--- src/rtl/config_register_bank_pkg.sv ---
// Shared types and defaults for the configuration register bank.
// Holds the FSM state encoding, default constants and width helpers.
package config_pkg;

  localparam logic [1:0] ST_IDLE   = 2'd0;
  localparam logic [1:0] ST_WAIT   = 2'd1;
  localparam logic [1:0] ST_COMMIT = 2'd2;
  localparam logic [1:0] ST_LOCK   = 2'd3;

  typedef enum logic [1:0] {
    S_IDLE   = ST_IDLE,
    S_WAIT   = ST_WAIT,
    S_COMMIT = ST_COMMIT,
    S_LOCK   = ST_LOCK
  } state_t;

  localparam int unsigned DEF_DATA_W      = 7;
  localparam int unsigned DEF_KEY_W       = 8;
  localparam logic [7:0]  DEF_KEY         = 8'hC0;
  localparam int unsigned DEF_CH          = 4;
  localparam int unsigned DEF_MAX_FAIL    = 3;
  localparam int unsigned DEF_LOCK_CYCLES = 16;

  // inputData MSB picks the target register: 0 = P, 1 = Q
  function automatic int unsigned sel_bit(input int unsigned data_w);
    return data_w;
  endfunction

  function automatic int unsigned chan_w(input int unsigned ch);
    return (ch > 1) ? $clog2(ch) : 1;
  endfunction

endpackage

--- src/rtl/config_register_bank_if.sv ---
// Operator-side bus of the configuration register bank.
interface config_register_bank_if
  import config_pkg::*;
#(
  parameter int unsigned DATA_W = DEF_DATA_W,
  parameter int unsigned KEY_W  = DEF_KEY_W,
  parameter int unsigned CH     = DEF_CH
);
  localparam int unsigned CHW = chan_w(CH);

  logic                 request;
  logic                 confirm;
  logic [KEY_W-1:0]     key;
  logic [CHW-1:0]       channel;
  logic [DATA_W:0]      inputData;
  logic [CH*DATA_W-1:0] dataP;
  logic [CH*DATA_W-1:0] dataQ;
  logic                 busy;
  logic                 ack;
  logic                 err;
  logic                 locked;

  modport master (
    output request, confirm, key, channel, inputData,
    input  dataP, dataQ, busy, ack, err, locked
  );

  modport slave (
    input  request, confirm, key, channel, inputData,
    output dataP, dataQ, busy, ack, err, locked
  );

endinterface

--- src/rtl/config_register_bank_lockout.sv ---
// Consecutive bad-key counter and lockout timer.
module config_lockout #(
  parameter int unsigned MAX_FAIL    = 3,
  parameter int unsigned LOCK_CYCLES = 16
) (
  input  logic clock,
  input  logic reset,
  input  logic bad_key,
  input  logic clear,
  output logic locked,
  output logic lock_done
);
  localparam int unsigned FW = (MAX_FAIL > 1) ? $clog2(MAX_FAIL) : 1;
  localparam int unsigned TW = (LOCK_CYCLES > 1) ? $clog2(LOCK_CYCLES) : 1;

  logic [FW-1:0] fails;
  logic [TW-1:0] timer;
  logic          locked_q;

  always_ff @(posedge clock) begin
    if (reset) begin
      fails    <= '0;
      timer    <= '0;
      locked_q <= 1'b0;
    end else if (locked_q) begin
      if (timer == '0) begin
        locked_q <= 1'b0;
        fails    <= '0;
      end else begin
        timer <= timer - 1'b1;
      end
    end else if (clear) begin
      fails <= '0;
    end else if (bad_key) begin
      // timer counts down LOCK_CYCLES-1..0, giving LOCK_CYCLES locked cycles
      if (fails == FW'(MAX_FAIL - 1)) begin
        locked_q <= 1'b1;
        timer    <= TW'(LOCK_CYCLES - 1);
        fails    <= '0;
      end else begin
        fails <= fails + 1'b1;
      end
    end
  end

  assign locked    = locked_q;
  assign lock_done = locked_q && (timer == '0);

endmodule

--- src/rtl/config_register_bank.sv ---
// Multi-channel P/Q threshold bank behind a key-authenticated request/confirm handshake.
// Optional CONFIG_RANGE_CHECK_EN rejects writes that would leave P > Q on a channel.
module config_register_bank
  import config_pkg::*;
#(
  parameter int unsigned       DATA_W      = DEF_DATA_W,
  parameter int unsigned       KEY_W       = DEF_KEY_W,
  parameter logic [KEY_W-1:0]  KEY         = KEY_W'(DEF_KEY),
  parameter int unsigned       CH          = DEF_CH,
  parameter int unsigned       MAX_FAIL    = DEF_MAX_FAIL,
  parameter int unsigned       LOCK_CYCLES = DEF_LOCK_CYCLES
) (
  input logic                   clock,
  input logic                   reset,
  config_register_bank_if.slave bus
);
  localparam int unsigned CHW = chan_w(CH);
  localparam int unsigned SEL = sel_bit(DATA_W);

  state_t               state;
  logic                 armed;
  logic [CHW-1:0]       ch_q;
  logic [DATA_W:0]      din_q;
  logic [CH*DATA_W-1:0] p_q;
  logic [CH*DATA_W-1:0] q_q;
  logic                 ack_q;
  logic                 err_q;
  logic                 lk_locked;
  logic                 lk_done;
  logic                 start;
  logic                 key_ok;
  logic                 bad_key;
  logic                 clr_fail;
  logic                 ch_ok;
  logic                 reject;
  logic [DATA_W-1:0]    val;
`ifdef CONFIG_RANGE_CHECK_EN
  logic [DATA_W-1:0]    p_cur;
  logic [DATA_W-1:0]    q_cur;
`endif

  config_lockout #(
    .MAX_FAIL    (MAX_FAIL),
    .LOCK_CYCLES (LOCK_CYCLES)
  ) u_lockout (
    .clock     (clock),
    .reset     (reset),
    .bad_key   (bad_key),
    .clear     (clr_fail),
    .locked    (lk_locked),
    .lock_done (lk_done)
  );

  always_comb begin
    start    = (state == S_IDLE) && !lk_locked && bus.request && armed;
    key_ok   = (bus.key == KEY);
    bad_key  = start && !key_ok;
    clr_fail = start && key_ok;
    ch_ok    = (32'(ch_q) < CH);
    val      = din_q[DATA_W-1:0];
    reject   = !ch_ok;
`ifdef CONFIG_RANGE_CHECK_EN
    p_cur = '0;
    q_cur = '0;
    if (ch_ok) begin
      p_cur = p_q[ch_q*DATA_W +: DATA_W];
      q_cur = q_q[ch_q*DATA_W +: DATA_W];
      reject = din_q[SEL] ? (p_cur > val) : (val > q_cur);
    end
`endif
  end

  always_ff @(posedge clock) begin
    if (reset) begin
      state <= S_IDLE;
      armed <= 1'b1;
      ch_q  <= '0;
      din_q <= '0;
      p_q   <= '0;
      q_q   <= '1;
      ack_q <= 1'b0;
      err_q <= 1'b0;
    end else begin
      ack_q <= 1'b0;
      err_q <= 1'b0;
      if (state != S_LOCK && !lk_locked && !bus.request)
        armed <= 1'b1;
      case (state)
        S_IDLE: begin
          // lockout asserts one cycle before the FSM reaches LOCK; inputs are gated meanwhile
          if (lk_locked) begin
            state <= lk_done ? S_IDLE : S_LOCK;
          end else if (start) begin
            armed <= 1'b0;
            if (key_ok) state <= S_WAIT;
            else        err_q <= 1'b1;
          end
        end
        S_WAIT: begin
          if (!bus.request) begin
            state <= S_IDLE;
          end else if (bus.confirm) begin
            ch_q  <= bus.channel;
            din_q <= bus.inputData;
            state <= S_COMMIT;
          end
        end
        S_COMMIT: begin
          state <= S_IDLE;
          if (reject) begin
            err_q <= 1'b1;
          end else begin
            ack_q <= 1'b1;
            if (din_q[SEL]) q_q[ch_q*DATA_W +: DATA_W] <= val;
            else            p_q[ch_q*DATA_W +: DATA_W] <= val;
          end
        end
        S_LOCK:  if (lk_done) state <= S_IDLE;
        default: state <= S_IDLE;
      endcase
    end
  end

  assign bus.dataP  = p_q;
  assign bus.dataQ  = q_q;
  assign bus.busy   = (state == S_WAIT) || (state == S_COMMIT);
  assign bus.ack    = ack_q;
  assign bus.err    = err_q;
  assign bus.locked = lk_locked;

endmodule

--- src/flat_wrapper.sv ---
// flat-port wrapper written by rule: the top's interface ports become plain ports
module config_register_bank_flat import config_pkg::*;
#(
  parameter int unsigned       DATA_W      = DEF_DATA_W,
  parameter int unsigned       KEY_W       = DEF_KEY_W,
  parameter logic [KEY_W-1:0]  KEY         = KEY_W'(DEF_KEY),
  parameter int unsigned       CH          = DEF_CH,
  parameter int unsigned       MAX_FAIL    = DEF_MAX_FAIL,
  parameter int unsigned       LOCK_CYCLES = DEF_LOCK_CYCLES
)
  (clock, reset, bus_request, bus_confirm, bus_key, bus_channel, bus_inputData, bus_dataP, bus_dataQ, bus_busy, bus_ack, bus_err, bus_locked);
  config_register_bank_if #(.DATA_W(DATA_W), .KEY_W(KEY_W), .CH(CH)) bus_i ();
  input logic clock;
  input logic reset;
  input wire logic [$bits(bus_i.request)-1:0] bus_request;
  input wire logic [$bits(bus_i.confirm)-1:0] bus_confirm;
  input wire logic [$bits(bus_i.key)-1:0] bus_key;
  input wire logic [$bits(bus_i.channel)-1:0] bus_channel;
  input wire logic [$bits(bus_i.inputData)-1:0] bus_inputData;
  output wire logic [$bits(bus_i.dataP)-1:0] bus_dataP;
  output wire logic [$bits(bus_i.dataQ)-1:0] bus_dataQ;
  output wire logic [$bits(bus_i.busy)-1:0] bus_busy;
  output wire logic [$bits(bus_i.ack)-1:0] bus_ack;
  output wire logic [$bits(bus_i.err)-1:0] bus_err;
  output wire logic [$bits(bus_i.locked)-1:0] bus_locked;
  assign bus_i.request = bus_request;
  assign bus_i.confirm = bus_confirm;
  assign bus_i.key = bus_key;
  assign bus_i.channel = bus_channel;
  assign bus_i.inputData = bus_inputData;
  assign bus_dataP = bus_i.dataP;
  assign bus_dataQ = bus_i.dataQ;
  assign bus_busy = bus_i.busy;
  assign bus_ack = bus_i.ack;
  assign bus_err = bus_i.err;
  assign bus_locked = bus_i.locked;
  config_register_bank #(.DATA_W(DATA_W), .KEY_W(KEY_W), .KEY(KEY), .CH(CH), .MAX_FAIL(MAX_FAIL), .LOCK_CYCLES(LOCK_CYCLES)) u_core (.clock(clock), .reset(reset), .bus(bus_i));
endmodule
--- config.mk ---
export PLATFORM = sky130hd
export DESIGN_NAME = config_register_bank_flat
export DESIGN_NICKNAME = d
export VERILOG_FILES = /design/src/rtl/config_register_bank_pkg.sv /design/src/rtl/config_register_bank_if.sv /design/src/rtl/config_register_bank_lockout.sv /design/src/rtl/config_register_bank.sv /design/src/flat_wrapper.sv
export SDC_FILE = /design/constraint.sdc
export NUM_CORES = 1
export LEC_CHECK = 0
export BUFFER_PORTS_ARGS = -buffer_cell sky130_fd_sc_hd__buf_2
export CAP_MARGIN = 20
export CORE_ASPECT_RATIO = 0.6
export CORE_MARGIN = 3
export CORE_UTILIZATION = 59
export CTS_BUF_LIST = sky130_fd_sc_hd__clkbuf_4
export CTS_CLUSTER_SIZE = 8
export DETAILED_ROUTE_END_ITERATION = 12
export PLACE_DENSITY = 0.94
export SETUP_SLACK_MARGIN = 0.05
export SYNTH_ARGS = -nofsm -noshare
export SYNTH_HDL_FRONTEND = slang
export SYNTH_HIERARCHICAL = 1
export SYNTH_SLANG_ARGS = --single-unit
export TNS_END_PERCENT = 1
--- constraint.sdc ---
create_clock -name clock -period 5.1 [get_ports clock]
set_input_delay 0.51 -clock clock [delete_from_list [all_inputs] [get_ports clock]]
set_output_delay 0.51 -clock clock [all_outputs]
set_load 0.02 [all_outputs]
==> qor.csv <==
stage,metric,value,unit
yosys,synthArstFlopShare,0,%
placement,dp_hpwl,5865,um
layout,final_common_cell,buf_2,
yosys,ys.flop_type,dfxtp_1,
routing,wl_met1,3688,um
setup_path,slowest_delay,810,ps
cts,cts_setup_buffers,0,
run,drv_cap,0,
routing,routed_via_density,5.817,
placement,place_congestion,0.7805,
placement,portBuffers,81,
die,die_width,102.2,um
setup_path,crit_chain,"inv_1, ha_1, nor3b_2, nand2_1, nor2_1, a211o_1",
pwr,p_clk_share,28.3,%
die,ios,82,
pwr,irDropWorstVdd,0.0001983,V
routing,firstDrtPassIters,6,
cts,clk_pin_slew,130,ps
sta,fin_crit,2426,ps
yosys,synth_seq_area_share,47.63,%
pwr,total_power,1106,uW
routing,drcViolationCount,0,
routing,drt-wirelength-per-cell,15.83,um
sta,setup_violations,0,
sta,fin_tns_setup,0,ps
sta,hold_violations,0,
yosys,yosysWarnings,6,
setup_path,critPathLaunch,u_core/ch_q[0],
pwr,p_seq_share,59.1,%
layout,layout.nets,485,
sta,period_share,47.57,%
layout,fillers,412,
yosys,synth_cell_type_count,43,
setup_path,criticalPathCategory,reg -> reg,
global_route,grt_max_degree,82,
routing,drt_iter0_markers,321,
sta,grt_setup_unrepaired,false,
status,outcome,finished clean,
pwr,powerDensity,294.1,nW/um^2
routing,drt-total-wl,8293,um
die,rows,20,
pwr,p_comb_share,12.6,%
layout,final_cell_mix,"buf_2 (81), nand2_1 (78), dfxtp_1 (78)",
cts,insertion_delay,430,ps
min_path,hp-start,bus_inputData[5],
routing,wl_met2,3678,um
yosys,syn_avg_cell_area,8.449,sq um
die,core,5205,sq um
setup_path,worstPathArrival,2800,ps
global_route,first_global_vias,2773,
sta,slew_viol_final,0,
die,fp.dieH,63.74,um
die,dieArea,6516,sq um
pwr,switching_power,332.1,uW
routing,top_layer_used,met4,
routing,vias,3048,
global_route,overflow,0,
cts,clockBufferDepth,2,
setup_path,slowest_stage,nor3b_2,
layout,diodes,0,
yosys,syn_inst,388,
yosys,syn_area,3278,sq um
yosys,synth-edff-count,0,
global_route,grt.total_usage,26.41,%
global_route,grt_pass1_wl,13410,um
setup_path,startpoint_type,flop,
cts,root_buffer,clkbuf_4,
sta,finalClockSkew,14.46,ps
pwr,switching_share,30.02,%
setup_path,critPathRequiredTime,5480,ps
yosys,synth-seq-cells,78,
routing,wl_met3,868,um
yosys,synthesis.nets,420,
cts,cts_tree,done,
setup_path,worstPathMaxFanout,14,
sta,max_freq,412.2,MHz
cts,cts_made_buffers,9,
cts,h-tree-depth,3,
cts,cts_hold_buf,0,
global_route,antenna_found_initial,0,
setup_path,crit_path_end_kind,flop,
pwr,internal_power,774.0,uW
setup_path,rr_startpoint,u_core/ch_q[0],
sta,slew_headroom,37.16,%
die,start_util,62.98,%
cts,cts_resized,0,
routing,antenna_left,0,
layout,area_growth,14.73,%
pwr,p_leak,0.001384,uW
cts,cts_sinks,78,
layout,drive_gt1_share,22.93,%
min_path,hold_class,in -> reg,
sta,worstMarginPinSlew,938.5,ps
==> metal layers <==
metal / up-vias / GRT usage (%)
li1: 1473 / -
met1: 1418 / 36.94
met2: 152 / 39.32
met3: 5 / 8.288
met4: 0 / 7.529
met5: - / 0
==> cells in the mapped netlist, types with 3 or more instances <==
master	number	area share, %
nor2_1	40	4.6
clkbuf_1	21	2.4
nor3_1	3	0.46
a21oi_1	36	5.5
and2_1	3	0.57
a211o_1	28	7.5
nand2b_1	3	0.57
nand2_1	78	8.9
nor2b_1	3	0.57
inv_1	9	1.0
buf_2	4	0.61
dfxtp_1	78	48
a22oi_1	8	1.8
nand3_1	28	4.3
ha_1	10	3.8
==> critical path, delay by kind of cell (launching register included) <==
kind,cells,cell delay (ps)
compound gates,1,120
fa+ha+maj,1,430
buf+inv,1,130
flops,1,570
simple gates,3,1130
==> metrics by stage <==
stage / instance area (sq um) / worst slack, ps / hold WS [ps] / utilization (%) / std cells
2_1_floorplan: 3278 / 3057 / 445.3 / - / 388
3_3_place_gp: 3652 / 2823 / 439.9 / 70.17 / 508
3_5_place_dp: 3652 / 2713 / 447.2 / 70.17 / 508
4_1_cts: 3761 / 2707 / 295.6 / 72.26 / 524
5_1_grt: 3761 / 2456 / 283.0 / 72.26 / 524
6_report: 3761 / 2674 / 312.0 / 72.26 / 524
==> flip-flops by register name (all words and copies together), names as in the netlist <==
register                 flops
u_core/bus.dataP            28
u_core/bus.dataQ            28
u_core/din_q                 8
u_core/u_lockout/timer       4
u_core/ch_q                  2
u_core/state                 2
u_core/u_lockout/fails       2
u_core/armed                 1
u_core/bus.ack               1
u_core/bus.err               1
u_core/u_lockout/locked      1
==> kinds of logic after synthesis <==
family | Yosys count | synth area share (%)
AO/OA/AOI/OAI | 84 | 17.90
AND/OR/NAND/NOR | 179 | 25.92
buffers and inverters | 37 | 4.733
adder cells (fa/ha/maj) | 10 | 3.817
flip-flops | 78 | 47.63
==> path summary, 6_finish.rpt <==
| kind | end | slack (ps) | cells after the start |
|---|---|---|---|
| worst max-delay path | u_core/bus.dataQ[17] | 2670 | 6 |
| worst min-delay path | u_core/din_q[5] | 310 | 3 |
| worst max register to register | u_core/bus.dataQ[17] | 2670 | 6 |
| worst min register to register | u_core/bus.dataP[27] | 470 | 2 |
==> area by class of cell <==
cell class | count | area, sq um | area share (%)
clock buffers | 9 | 67.56 | 1.796
clock inverters | 7 | 41.29 | 1.098
inverters | 9 | 33.78 | 0.8982
multi-input cells | 273 | 1562 | 41.52
flip-flops and latches | 78 | 1562 | 41.52
well taps | 66 | 82.58 | 2.196
repair buffers | 82 | 412.9 | 10.98
==> power by group through the flow <==
stage	registers, uW	logic (uW)	clock network, uW
detailed placement	665	137	0
finish	653	140	313
floorplan	652	109	0
global route	656	154	341
global placement	663	129	0
CTS	652	138	313
No activity file was read; power rests on OpenSTA's default activity.
